`config.mk`:
```
export PLATFORM = sky130hd
export DESIGN_NAME = sample_scheduler_flat
export DESIGN_NICKNAME = d
export VERILOG_FILES = /design/src/rtl/sample_scheduler_pkg.sv /design/src/rtl/sample_scheduler_if.sv /design/src/rtl/sample_scheduler.sv /design/src/flat_wrapper.sv
export SDC_FILE = /design/constraint.sdc
export NUM_CORES = 1
export LEC_CHECK = 0
export CORE_AREA = 2 2 283 285
export CTS_BUF_LIST = sky130_fd_sc_hd__clkbuf_4 sky130_fd_sc_hd__clkbuf_8
export DETAILED_ROUTE_END_ITERATION = 10
export DIE_AREA = 0 0 285 287
export PLACE_DENSITY_LB_ADDON = 0.2
export REMOVE_ABC_BUFFERS = 1
export SYNTH_ARGS = -nofsm -noshare
export SYNTH_HDL_FRONTEND = slang
export SYNTH_SLANG_ARGS = --single-unit
```
`constraint.sdc`:
```
create_clock -name clk -period 4.95 [get_ports clk]
set_clock_uncertainty 0.2 [all_clocks]
set_input_delay 0.99 -clock clk [delete_from_list [all_inputs] [get_ports clk]]
set_output_delay 0.99 -clock clk [all_outputs]
set_load 0.005 [all_outputs]
```
`src/rtl/sample_scheduler_pkg.sv`:
```
`default_nettype none
// +-----------------------------------------------------------------------+
// | sample_scheduler_pkg: shared raster types and subsample decode.       |
// | Rev 1.0                                                               |
// +-----------------------------------------------------------------------+
package sample_scheduler_pkg;

    typedef enum logic [0:0] {
        ST_WAIT = 1'b0,
        ST_TEST = 1'b1
    } sched_state_e;

    // One-hot sample-rate codes (samples per pixel).
    localparam logic [3:0] c_ss_rate_1  = 4'b1000;
    localparam logic [3:0] c_ss_rate_4  = 4'b0100;
    localparam logic [3:0] c_ss_rate_16 = 4'b0010;
    localparam logic [3:0] c_ss_rate_64 = 4'b0001;

    // Right-shift applied to one pixel (1 << RADIX) to get the sample step.
    localparam logic [1:0] c_shift_1  = 2'd0;
    localparam logic [1:0] c_shift_4  = 2'd1;
    localparam logic [1:0] c_shift_16 = 2'd2;
    localparam logic [1:0] c_shift_64 = 2'd3;

    function automatic logic [1:0] step_shift(input logic [3:0] sub_sample);
        logic [1:0] shift;
        case (sub_sample)
            c_ss_rate_1:  shift = c_shift_1;
            c_ss_rate_4:  shift = c_shift_4;
            c_ss_rate_16: shift = c_shift_16;
            c_ss_rate_64: shift = c_shift_64;
            default:      shift = c_shift_1;
        endcase
        return shift;
    endfunction

endpackage : sample_scheduler_pkg
`default_nettype wire

```
`src/rtl/sample_scheduler_if.sv`:
```
`default_nettype none
// +-----------------------------------------------------------------------+
// | sample_scheduler_if: triangle-in / sample-out bundle for the sampler. |
// | Rev 1.0                                                               |
// +-----------------------------------------------------------------------+
interface sample_scheduler_if #(
    parameter int SIGFIG = 24,
    parameter int VERTS  = 3,
    parameter int AXIS   = 3,
    parameter int COLORS = 3
);

    logic signed [SIGFIG-1:0] tri_R13S    [VERTS][AXIS];
    logic        [SIGFIG-1:0] color_R13U  [COLORS];
    logic signed [SIGFIG-1:0] box_R13S    [2][2];
    logic                     validTri_R13H;
    logic        [3:0]        subSample_RnnnnU;
    logic                     halt_RnnnnH;

    logic                     halt_R13H;
    logic signed [SIGFIG-1:0] tri_R14S    [VERTS][AXIS];
    logic        [SIGFIG-1:0] color_R14U  [COLORS];
    logic signed [SIGFIG-1:0] sample_R14S [2];
    logic                     validSamp_R14H;

    modport master (
        output tri_R13S, color_R13U, box_R13S, validTri_R13H,
               subSample_RnnnnU, halt_RnnnnH,
        input  halt_R13H, tri_R14S, color_R14U, sample_R14S, validSamp_R14H
    );

    modport slave (
        input  tri_R13S, color_R13U, box_R13S, validTri_R13H,
               subSample_RnnnnU, halt_RnnnnH,
        output halt_R13H, tri_R14S, color_R14U, sample_R14S, validSamp_R14H
    );

endinterface : sample_scheduler_if
`default_nettype wire

```
`src/rtl/sample_scheduler.sv`:
```
`default_nettype none
// +-----------------------------------------------------------------------+
// | sample_scheduler: walks a triangle's bounding box in raster order.    |
// | Rev 1.0                                                               |
// +-----------------------------------------------------------------------+
module sample_scheduler
    import sample_scheduler_pkg::*;
#(
    parameter int SIGFIG = 24,
    parameter int RADIX  = 10,
    parameter int VERTS  = 3,
    parameter int AXIS   = 3,
    parameter int COLORS = 3
) (
    input  wire logic         clk,
    input  wire logic         rst,
    sample_scheduler_if.slave bus
);

    localparam logic [SIGFIG-1:0] c_step_base = SIGFIG'(1) << RADIX;

    sched_state_e             state_q,  state_d;
    logic signed [SIGFIG-1:0] tri_q     [VERTS][AXIS];
    logic signed [SIGFIG-1:0] tri_d     [VERTS][AXIS];
    logic        [SIGFIG-1:0] color_q   [COLORS];
    logic        [SIGFIG-1:0] color_d   [COLORS];
    logic signed [SIGFIG-1:0] box_q     [2][2];
    logic signed [SIGFIG-1:0] box_d     [2][2];
    logic signed [SIGFIG-1:0] sample_q  [2];
    logic signed [SIGFIG-1:0] sample_d  [2];
    logic        [SIGFIG-1:0] step_q,   step_d;
    logic                     valid_q,  valid_d;
    logic                     halt_q,   halt_d;

    // One extra bit of headroom so x+step near the top of range cannot wrap.
    logic signed [SIGFIG:0]   w_x_next, w_y_next;
    logic signed [SIGFIG:0]   w_ur_x,   w_ur_y;
    logic                     w_x_fits, w_y_fits;

    assign w_x_next = $signed({sample_q[0][SIGFIG-1], sample_q[0]}) + $signed({1'b0, step_q});
    assign w_y_next = $signed({sample_q[1][SIGFIG-1], sample_q[1]}) + $signed({1'b0, step_q});
    assign w_ur_x   = $signed({box_q[1][0][SIGFIG-1], box_q[1][0]});
    assign w_ur_y   = $signed({box_q[1][1][SIGFIG-1], box_q[1][1]});
    assign w_x_fits = (w_x_next <= w_ur_x);
    assign w_y_fits = (w_y_next <= w_ur_y);

    always_comb begin
        state_d  = state_q;
        tri_d    = tri_q;
        color_d  = color_q;
        box_d    = box_q;
        step_d   = step_q;
        sample_d = sample_q;
        valid_d  = valid_q;
        halt_d   = halt_q;

        case (state_q)
            ST_WAIT: begin
                if (bus.validTri_R13H && !bus.halt_RnnnnH) begin
                    tri_d       = bus.tri_R13S;
                    color_d     = bus.color_R13U;
                    box_d       = bus.box_R13S;
                    step_d      = c_step_base >> step_shift(bus.subSample_RnnnnU);
                    sample_d[0] = bus.box_R13S[0][0];
                    sample_d[1] = bus.box_R13S[0][1];
                    valid_d     = 1'b1;
                    halt_d      = 1'b1;
                    state_d     = ST_TEST;
                end
            end
            ST_TEST: begin
                if (!bus.halt_RnnnnH) begin
                    if (w_x_fits) begin
                        sample_d[0] = w_x_next[SIGFIG-1:0];
                    end else if (w_y_fits) begin
                        sample_d[0] = box_q[0][0];
                        sample_d[1] = w_y_next[SIGFIG-1:0];
                    end else begin
                        // Last sample has been shown for one unhalted cycle.
                        valid_d = 1'b0;
                        halt_d  = 1'b0;
                        state_d = ST_WAIT;
                    end
                end
            end
            default: begin
                valid_d = 1'b0;
                halt_d  = 1'b0;
                state_d = ST_WAIT;
            end
        endcase
    end

    always_ff @(posedge clk or negedge rst) begin
        if (!rst) begin
            state_q  <= ST_WAIT;
            tri_q    <= '{default: '0};
            color_q  <= '{default: '0};
            box_q    <= '{default: '0};
            sample_q <= '{default: '0};
            step_q   <= '0;
            valid_q  <= 1'b0;
            halt_q   <= 1'b0;
        end else begin
            state_q  <= state_d;
            tri_q    <= tri_d;
            color_q  <= color_d;
            box_q    <= box_d;
            sample_q <= sample_d;
            step_q   <= step_d;
            valid_q  <= valid_d;
            halt_q   <= halt_d;
        end
    end

    assign bus.halt_R13H      = halt_q;
    assign bus.tri_R14S       = tri_q;
    assign bus.color_R14U     = color_q;
    assign bus.sample_R14S    = sample_q;
    assign bus.validSamp_R14H = valid_q;

endmodule : sample_scheduler
`default_nettype wire

```
`src/flat_wrapper.sv`:
```
// flat-port wrapper written by rule: the top's interface ports become plain ports
module sample_scheduler_flat import sample_scheduler_pkg::*;
#(
    parameter int SIGFIG = 24,
    parameter int RADIX  = 10,
    parameter int VERTS  = 3,
    parameter int AXIS   = 3,
    parameter int COLORS = 3
)
  (clk, rst, bus_tri_R13S, bus_color_R13U, bus_box_R13S, bus_validTri_R13H, bus_subSample_RnnnnU, bus_halt_RnnnnH, bus_halt_R13H, bus_tri_R14S, bus_color_R14U, bus_sample_R14S, bus_validSamp_R14H);
  sample_scheduler_if #(.SIGFIG(SIGFIG), .VERTS(VERTS), .AXIS(AXIS), .COLORS(COLORS)) bus_i ();
  input  wire logic clk;
  input  wire logic rst;
  input wire logic [$bits(bus_i.tri_R13S)-1:0] bus_tri_R13S;
  input wire logic [$bits(bus_i.color_R13U)-1:0] bus_color_R13U;
  input wire logic [$bits(bus_i.box_R13S)-1:0] bus_box_R13S;
  input wire logic [$bits(bus_i.validTri_R13H)-1:0] bus_validTri_R13H;
  input wire logic [$bits(bus_i.subSample_RnnnnU)-1:0] bus_subSample_RnnnnU;
  input wire logic [$bits(bus_i.halt_RnnnnH)-1:0] bus_halt_RnnnnH;
  output wire logic [$bits(bus_i.halt_R13H)-1:0] bus_halt_R13H;
  output wire logic [$bits(bus_i.tri_R14S)-1:0] bus_tri_R14S;
  output wire logic [$bits(bus_i.color_R14U)-1:0] bus_color_R14U;
  output wire logic [$bits(bus_i.sample_R14S)-1:0] bus_sample_R14S;
  output wire logic [$bits(bus_i.validSamp_R14H)-1:0] bus_validSamp_R14H;
  assign bus_i.tri_R13S = {>>{bus_tri_R13S}};
  assign bus_i.color_R13U = {>>{bus_color_R13U}};
  assign bus_i.box_R13S = {>>{bus_box_R13S}};
  assign bus_i.validTri_R13H = bus_validTri_R13H;
  assign bus_i.subSample_RnnnnU = bus_subSample_RnnnnU;
  assign bus_i.halt_RnnnnH = bus_halt_RnnnnH;
  assign bus_halt_R13H = bus_i.halt_R13H;
  assign bus_tri_R14S = {>>{bus_i.tri_R14S}};
  assign bus_color_R14U = {>>{bus_i.color_R14U}};
  assign bus_sample_R14S = {>>{bus_i.sample_R14S}};
  assign bus_validSamp_R14H = bus_i.validSamp_R14H;
  sample_scheduler #(.SIGFIG(SIGFIG), .RADIX(RADIX), .VERTS(VERTS), .AXIS(AXIS), .COLORS(COLORS)) u_core (.clk(clk), .rst(rst), .bus(bus_i));
endmodule
```
Yosys cells after proc, flatten, opt, wreduce, memory -nomap -nowiden
Index checks and enable logic that the tools add are counted.
- bits in registers: 434
- output and inout port bits: 338
- add/subtract/negate cells: 2
- $lt $le $gt $ge: 2
- equality and inequality tests: 9
- shifts and indexed selects: 1
- multiplexer cells: 19
- bitwise operators: 1
- reduce and logical (&&, ||, !) cells: 6
- operators with widths (cell ; number):
    48-bit two-way mux ; 3
    48-bit one-hot mux with 2 select lines ; 1
    24-bit by 25-bit adder with 25-bit output ; 2
    25-bit by 24-bit less-or-equal comparator with 1-bit output ; 2
    24-bit two-way mux ; 2
    11-bit by 2-bit right shift with 24-bit output, first input constant ; 1
    1-bit two-way mux ; 8
    2-bit != test, second input constant ; 4
    4-bit AND reduction ; 2
    2-bit one-hot mux with 3 select lines ; 1
    4-bit by 1-bit == test with 1-bit output, second input constant ; 1
    4-bit by 2-bit == test with 1-bit output, second input constant ; 1
    4-bit by 3-bit == test with 1-bit output, second input constant ; 1
    2-bit two-way mux ; 2
    1-bit one-hot mux with 2 select lines ; 2
    3-bit != test, second input constant ; 1
    3-bit AND reduction ; 1
    2-bit by 1-bit != test with 1-bit output, second input constant ; 1
    2-bit AND reduction ; 1
    1-bit logical AND ; 1
    1-bit logical NOT ; 1
    1-bit NOT ; 1

Logic depth before layout (Yosys ltp)
Gate-level depths: netlist (run 1).
- depth after elaboration: 6
- mapped depth: 21

Least setup slack after synthesis (run 1)
No wires, ideal clock.
- path type: reg-to-reg
- start: register u_core.sample_q, in the netlist u_core.bus.sample_R14S[31]
- end: register u_core.sample_q, in the netlist u_core.bus.sample_R14S[38]
- setup time: 0.132 ns
- data arrival time: 3.957 ns
- required time: 4.618 ns
- path slack: 0.661 ns
- cell stages (with the launch flop): 19
- path buffers: 1
- path through: dfrtp_1 -> ha_1 -> inv_1 -> fa_1 -> nor2b_1 -> o21ai_0 -> a21oi_1 -> nand3_1 -> xnor2_1 -> ha_1 -> a21oi_1 -> nand2_1 -> a221o_1 -> a22oi_4 -> a21o_1 -> buf_6 -> mux2_4 -> a2111oi_4 -> a211oi_1
- word-level cells in the longest chain between the ends: 5
- elaborated cells between the ends (all ways): 7
- RTL lines (what ; RTL line ; text):
    start: declaration ; sample_scheduler.sv:29 ; logic signed [SIGFIG-1:0] sample_q [2];
    start signal: assignment ; sample_scheduler.sv:109 ; sample_q <= sample_d;
    24-bit by 25-bit adder with 25-bit output (*) ; sample_scheduler.sv:40 ; assign w_x_next = $signed({sample_q[0][SIGFIG-1], sample_q[0]}) + $signed({1'b0, step_q});
    25-bit by 24-bit less-or-equal comparator with 1-bit output ; sample_scheduler.sv:44 ; assign w_x_fits = (w_x_next <= w_ur_x);
    24-bit two-way mux ; sample_scheduler.sv:73 ; if (w_x_fits) begin
    48-bit two-way mux ; sample_scheduler.sv:72 ; if (!bus.halt_RnnnnH) begin
    48-bit one-hot mux with 2 select lines ; sample_scheduler.sv:57 ; case (state_q)
Mark *: on every way between the ends. The rest lies on a longest branch, timed or not. The select of a mux whose other input is x is not followed.
A chain may end at the register's enable or synchronous reset.

Worst setup path in the final report (run 1)
- start: register u_core.step_q[7]
- end: register u_core.sample_q, in the netlist u_core.bus.sample_R14S[47]
- word-level cells in the longest chain between the ends: 5
- elaborated cells between the ends (all ways): 9
- RTL lines (what ; RTL line ; text):
    start: declaration ; sample_scheduler.sv:31 ; logic [SIGFIG-1:0] step_q, step_d;
    start signal: assignment ; sample_scheduler.sv:110 ; step_q <= step_d;
    24-bit by 25-bit adder with 25-bit output ; sample_scheduler.sv:40 ;
    25-bit by 24-bit less-or-equal comparator with 1-bit output ; sample_scheduler.sv:44 ;
    24-bit two-way mux ; sample_scheduler.sv:73 ;
    48-bit two-way mux ; sample_scheduler.sv:72 ;
    48-bit one-hot mux with 2 select lines ; sample_scheduler.sv:57 ;
Several ways; a longest one is shown, not always the timed one. The select of a mux whose other input is x is not followed.

==> results by group, run 1 <==
Clocking
  – Clk buf depth: 3
  – Clock sinks: 414
  – H-tree depth: 3
  – Reg clk slew, reported paths: 60 ps
  – Root buffer cell: clkbuf_8
  – CTS tree: built
  – Total CTS buffers: 80
  – # hold bufs at CTS: 0
  – Worst-Skew Late Latency: 660 ps

Final layout
  – Share of cells above drive strength 1: 24.20%
  – Most common cell after layout, fill and taps aside: clkdlybuf4s50_1
  – Area of the multi-input gates: 7480 sq um
  – Reg area: 10360 sq um
  – # fillers: 7712
  – Layout overhead on the synthesized area: 56.91%
  – Commonest cells after routing, fill and taps aside: clkdlybuf4s50_1 (728), dfrtp_1 (413), mux2_2 (331), clkbuf_8 (97), nand2_1 (89)
  – Design area: 28800 sq um
  – Total Nets Final: 2624

Pwr
  – Pwr/cell area: 661.2 nW/um^2
  – Worst VDD drop: 328.7 uV
  – Lkg Pwr: 0.01203 uW

Die
  – Core area: 78610 sq um
  – Ports: 730
  – Die Area: 81800 sq um
  – Die H: 287 microns
  – Site Rows: 103
  – Initial core utilization: 23.35%
  – Chip Width: 285 microns

Worst setup path
  – Critical path arrival: 5060 ps
  – Critical-path top delay cell: a221o_1
  – Worst path cell trace: ha_1, inv_1, fa_1, nor2b_1, o21ai_0, and2_1, nor4_1, xor2_1, ha_1, and4_1, and3_4, and3_4, a221o_1, o21a_1, a22oi_1, o21ai_0, mux2_2
  – WS Path Type: flop to flop
  – Crit path max fanout: 12
  – Crit path required time: 5280 ps
  – CP Capture Type: flop
  – CP Launch Type: flop
  – Max stage delay on crit path: 540 ps

Placed design
  – I/O Buffers: 729
  – Placer Congestion: 0.8527
  – Placed Instance Area: 27080 sq um
  – HPWL Detailed: 56320 microns

GRT
  – Gr ovfl total: 0
  – First-pass GRT wire length: 105600 microns
  – Pin count of the biggest net entering global routing: 90
  – Vias in the first global route: 15600
  – Initial antenna violation count: 21
  – Total track usage: 17.34%

Routing
  – Met3 wire length: 5665 microns
  – DR vias/cell: 4.356
  – WL final: 72660 microns
  – Post-DR wirelength/cell: 22.15 microns
  – Metal-1 WL: 27260 microns
  – Via Count: 14290
  – DRC: 0
  – TritonRoute pass-1 iters: 5
  – Iter 0 DRT Violations: 531
  – Antenna Violating Nets Remaining: 0
  – Met2 WL: 37600 microns
  – Top sig layer: met5

Logic synthesis
  – FFs w/ async S/R, synth: 100.0%
  – Synthesized instance count: 1396
  – Synth warnings: 0
  – Post-synthesis cell area: 18360 sq um
  – Most used DFF post-synth: dfrtp_1
  – EDFF count, synth: 0
  – Seq/Total Area, Yosys: 56.44%
  – Yosys cell types: 61
  – Flop and latch count out of synthesis: 414
  – Synthesized area per cell: 13.15 sq um

STA
  – Slew @ Worst Pin: 828.9 ps
  – Achievable Freq: 0.2115 GHz
  – Final period utilization: 95.52%
  – Final setup violation count: 0
  – Pins Over Slew Limit: 0
  – RSZ-0062 raised after global routing: false
  – Hold Vio Cnt, Final: 0
  – Hold Slack: 176.1 ps
  – Worst rel slew slack: 44.74%
  – Tmin final: 4728 ps

Run
  – Max Cap Viol: 0

Hold path
  – HP Class: primary input to asynchronous set/reset pin

Status
  – Status: completed
[metal layers]
metal  up-vias  track usage, %
li1       6521               -
met1      7099           18.96
met2       505           31.18
met3       137           6.556
met4        26           5.026
met5         -               0
[final timing paths]
check,to,from,slack (ps),cells past startpoint
worst max-delay path,u_core.bus.sample_R14S[47]$_DFFE_PN0P_,u_core.step_q[7]$_DFFE_PN0P_,220,17
worst min-delay path,u_core.box_q[6]$_DFFE_PN0P_,rst,180,1
worst max register to register,u_core.bus.sample_R14S[47]$_DFFE_PN0P_,u_core.step_q[7]$_DFFE_PN0P_,220,17
worst min register to register,u_core.box_q[76]$_DFFE_PN0P_,u_core.box_q[76]$_DFFE_PN0P_,300,1
max in group asynchronous,u_core.bus.tri_R14S[152]$_DFFE_PN0P_,rst,3320,2
min in group clk,u_core.box_q[76]$_DFFE_PN0P_,u_core.box_q[76]$_DFFE_PN0P_,300,1
[power by group]
group	switching, uW	internal (uW)
logic	3920	5320
registers	1090	5100
clock network	1610	2010
total	6610	12400
[Yosys cell counts (10+ instances only)]
library cell | count | area (sq um)
ha_1 | 58 | 725.7
o22a_1 | 11 | 96.34
inv_1 | 68 | 255.2
nand4_1 | 12 | 75.07
nand2_1 | 89 | 334.1
nor2_1 | 27 | 101.4
mux2_2 | 331 | 3727
xnor2_1 | 21 | 183.9
clkbuf_1 | 59 | 221.5
nand3_1 | 12 | 60.06
a21oi_1 | 37 | 185.2
mux2i_1 | 24 | 240.2
dfrtp_1 | 414 | 10360
xor2_1 | 10 | 87.58
o221ai_1 | 13 | 113.9
a21o_1 | 12 | 90.09
o21ai_0 | 70 | 350.3
and3_1 | 15 | 93.84
mux2_4 | 11 | 165.2
[critical path, delay by kind of cell, from the launching register on]
| kind | cells | cell delay (ps) |
|---|---|---|
| and+or+nand+nor | 6 | 1300 |
| AOI/OAI and AO/OA | 5 | 1250 |
| adders and majority gates | 3 | 870 |
| DFF | 1 | 380 |
| muxes | 1 | 280 |
| xor gates and xnor gates | 1 | 260 |
| buffers and inverters | 1 | 60 |
[layout make-up]
cell class	instances	area share, %
Sequential cell	414	35.97
Timing Repair Buffer	766	26.79
Multi-Input combinational cell	842	25.97
Clock buffer	127	5.417
Tap cell	1050	4.561
Inverter	68	0.8862
Clock inverter	10	0.3736
Antenna cell	3	0.02606
[sequential cells by signal (all words and copies together) (netlist names)]
| register | count |
|---|---|
| u_core.step_q | 4 |
| u_core.bus.sample_R14S | 48 |
| u_core.state_q | 1 |
| u_core.box_q | 72 |
| u_core.bus.color_R14U | 72 |
| u_core.bus.validSamp_R14H | 1 |
| u_core.bus.tri_R14S | 216 |
[stage by stage]
step,util [%],setup slack (ps),power [uW],setup TNS [ps],std cells
after CTS,36.57,160.4,19320,0,3275
after floorplan,-,-6642,10420,-2456270,1324
after global routing,36.63,2.528,20300,0,3278
after global placement,34.45,234.8,15390,0,3138
final,36.64,222.0,19040,0,3280
after detailed placement,34.45,189.5,15540,0,3138
[kinds of logic (layout without fill, tap and decap cells)]
kind of cell,count (synthesis),after routing,share of synthesized area [%]
flip-flops,414,414,56.44
multiplexers,366,366,22.51
AO/OA/AOI/OAI,195,195,7.266
AND/OR/NAND/NOR,190,190,5.037
buffers and inverters,140,971,3.094
adder cells (fa/ha/maj),60,60,4.172
XOR/XNOR,31,31,1.479
other,0,3,0
[what timing repair did]
item                                    in CTS  in global routing
gates resized for setup                      0                  5
endpoints found under the setup margin       0                 24
buffers inserted                             0                  2
No activity file was read; power rests on OpenSTA's default activity.
==> run 2, diff against run 1 <==
--- a/config.mk
+++ b/config.mk
@@ -9,7 +9,6 @@
 export CTS_BUF_LIST = sky130_fd_sc_hd__clkbuf_4 sky130_fd_sc_hd__clkbuf_8
 export DETAILED_ROUTE_END_ITERATION = 10
 export DIE_AREA = 0 0 285 287
-export PLACE_DENSITY_LB_ADDON = 0.2
 export REMOVE_ABC_BUFFERS = 1
 export SYNTH_ARGS = -nofsm -noshare
 export SYNTH_HDL_FRONTEND = slang
==> constraint.sdc (replaced) <==
create_clock -name clk -period 4.95 [get_ports clk]
set_clock_uncertainty 0.2 [all_clocks]
set_input_delay 1.2375 -clock clk [delete_from_list [all_inputs] [get_ports clk]]
set_output_delay 1.2375 -clock clk [all_outputs]
set_load 0.005 [all_outputs]
==> results by group, run 2 (synthesized netlist as in run 1, its figures left out) <==
Placed design
  – Placer Congestion: 0.8610
  – HPWL Detailed: 54840 microns
  – Placed Instance Area: 27110 sq um
  – Dpl ws: 221.0 ps
  – I/O Buffers: 729

Hold path
  – HP Class: flop to flop

Pwr
  – Sw Pwr: 6637 uW
  – Clock Power Share: 20.2%
  – Switch share: 34.28%
  – Seq pwr share: 32.0%
  – Comb pwr share: 47.8%
  – Worst VDD drop: 313.3 uV
  – Pwr/cell area: 666.2 nW/um^2
  – Int Power: 12720 uW
  – Lkg Pwr: 0.01214 uW
  – Total power: 19360 uW

Final layout
  – # fillers: 7656
  – Total Nets Final: 2630
  – Layout overhead on the synthesized area: 58.30%
  – Most common cell after layout, fill and taps aside: clkdlybuf4s50_1
  – Design area: 29060 sq um
  – Commonest cells after routing, fill and taps aside: clkdlybuf4s50_1 (728), dfrtp_1 (413), mux2_2 (331), clkbuf_8 (102), nand2_1 (89)
  – Max reg flops: 216
  – Share of cells above drive strength 1: 24.52%

Clocking
  – Worst-Skew Late Latency: 660 ps
  – H-tree depth: 3
  – Clock sinks: 414
  – Total CTS buffers: 80
  – Root buffer cell: clkbuf_8
  – CTS tree: built
  – Clk buf depth: 3
  – Reg clk slew, reported paths: 60 ps

Routing
  – DR vias/cell: 4.367
  – WL final: 70380 microns
  – Via Count: 14390
  – DRC: 0
  – TritonRoute pass-1 iters: 5
  – Post-DR wirelength/cell: 21.35 microns
  – Iter 0 DRT Violations: 680
  – Antenna Violating Nets Remaining: 0

Die
  – Die H: 287 microns
  – Initial core utilization: 23.35%
  – Ports: 730
  – Chip Width: 285 microns
  – Site Rows: 103
  – Die Area: 81800 sq um
  – Core area: 78610 sq um

STA
  – Tmin final: 4701 ps
  – Worst rel slew slack: 34.07%
  – Final period utilization: 94.97%
  – Fin Setup TNS: 0 ps
  – Final worst slack: 249.1 ps
  – Final setup violation count: 0
  – Pins Over Slew Limit: 0
  – Achievable Freq: 0.2127 GHz
  – Hold Vio Cnt, Final: 0
  – Slew @ Worst Pin: 985.3 ps
  – RSZ-0062 raised after global routing: true

Worst setup path
  – End point of the critical path: u_core.bus.sample_R14S[33]$_DFFE_PN0P_
  – Crit path max fanout: 6
  – WS Path Type: flop to flop
  – FF-to-FF path depth: 15
  – Worst R2R End: u_core.bus.sample_R14S[33]$_DFFE_PN0P_
  – Crit path required time: 5290 ps
  – Reg2Reg Setup Slack: 250 ps
  – Crit. Startpoint: u_core.step_q[10]$_DFFE_PN0P_
  – CP Capture Type: flop
  – Crit Reg-Reg Startpoint: u_core.step_q[10]$_DFFE_PN0P_
  – Critical path arrival: 5040 ps
  – CP Launch Type: flop

GRT
  – Gr ovfl total: 0
  – Vias in the first global route: 15870
  – Pin count of the biggest net entering global routing: 96
  – Total track usage: 16.79%
  – Initial antenna violation count: 21
  – First-pass GRT wire length: 103200 microns

Run
  – Max Cap Viol: 0

Status
  – Status: completed
## run 2: cell types whose count changed in the layout (fill, tap and decap cells not counted), moves of 2 or more
cell | previous run | this run
clkbuf_4 | 30 | 19
clkbuf_8 | 97 | 102
clkinvlp_4 | 0 | 3
clkinv_8 | 1 | 4
buf_4 | 26 | 30
buf_12 | 11 | 13
inv_8 | 2 | 0
diode_2 | 3 | 7
bufinv_16 | 0 | 5
clkinv_2 | 4 | 8
## run 2: critical path, stage by stage, from the launching register on
cell and delay [ps]:
dfrtp_1 420, ha_1 340, and3_1 180, a221o_1 370
and3_1 300, and3_1 230, xor2_1 230, ha_1 300
and4_1 250, a221o_1 370, a22oi_4 280, a21o_1 260
buf_4 220, mux2i_1 200, a221oi_1 90, mux2_2 320
## run 2: power by group through the flow
stage	combinational, uW	sequential (uW)	clock, uW
finish	9250	6200	3910
CTS	9280	6200	4060
floorplan	4250	6170	0
detailed placement	9230	6230	0
global placement	9090	6150	0
global route	10000	6420	4200
## run 2: worst min-delay path by stage
stage / start / endpoint / slack, ps / cells after the start
2_1_floorplan: u_core.box_q[72]$_DFFE_PN0P_ / u_core.box_q[72]$_DFFE_PN0P_ / 270 / 1
3_3_place_gp: u_core.box_q[75]$_DFFE_PN0P_ / u_core.box_q[75]$_DFFE_PN0P_ / 280 / 1
3_5_place_dp: u_core.box_q[76]$_DFFE_PN0P_ / u_core.box_q[76]$_DFFE_PN0P_ / 290 / 1
4_1_cts: u_core.box_q[76]$_DFFE_PN0P_ / u_core.box_q[76]$_DFFE_PN0P_ / 300 / 1
5_1_grt: u_core.bus.tri_R14S[122]$_DFFE_PN0P_ / u_core.bus.tri_R14S[122]$_DFFE_PN0P_ / 310 / 1
6_report: u_core.box_q[76]$_DFFE_PN0P_ / u_core.box_q[76]$_DFFE_PN0P_ / 300 / 1
## run 2: cell type report
cell class	count	area (sq um)	share of cell area [%]
antenna	7	17.52	0.06028
clock buffer	121	1546	5.322
clock inverter	22	310.3	1.068
inverter	68	255.2	0.8784
multi-input combinational	842	7466	25.69
sequential	414	10360	35.66
tap	1050	1314	4.521
timing repair buffer	772	7787	26.80
## run 2: timing repair
action                                 CTS  global route
resized for setup                        0             3
setup endpoints to repair                0            24
endpoints found under the hold margin    0             0
hold buffers                             0             0
setup buffers                            0             8
## run 2: per-stage QoR
stage / util (%) / hold slack, ps / instances
after floorplan: - / 273.1 / 1324
final: 36.96 / 301.4 / 3296
after global placement: 34.48 / 281.1 / 3138
after detailed placement: 34.48 / 289.5 / 3138
after CTS: 36.84 / 302.4 / 3281
after global routing: 36.95 / 310.6 / 3292
## run 2: per-layer routing
layer | part of all wire, % | track usage [%]
met1 | 37 | 18.24
met2 | 49 | 28.29
met3 | 11 | 7.762
met4 | 3.9 | 6.950
met5 | 0.19 | 0
==> run 3, diff against run 2 <==
--- a/config.mk
+++ b/config.mk
@@ -10,6 +10,7 @@
 export DETAILED_ROUTE_END_ITERATION = 10
 export DIE_AREA = 0 0 285 287
 export REMOVE_ABC_BUFFERS = 1
+export SLEW_MARGIN = 5
 export SYNTH_ARGS = -nofsm -noshare
 export SYNTH_HDL_FRONTEND = slang
 export SYNTH_SLANG_ARGS = --single-unit
==> results of run 3 <==
The final DEF is identical to that of run 2; final timing and power are the same.
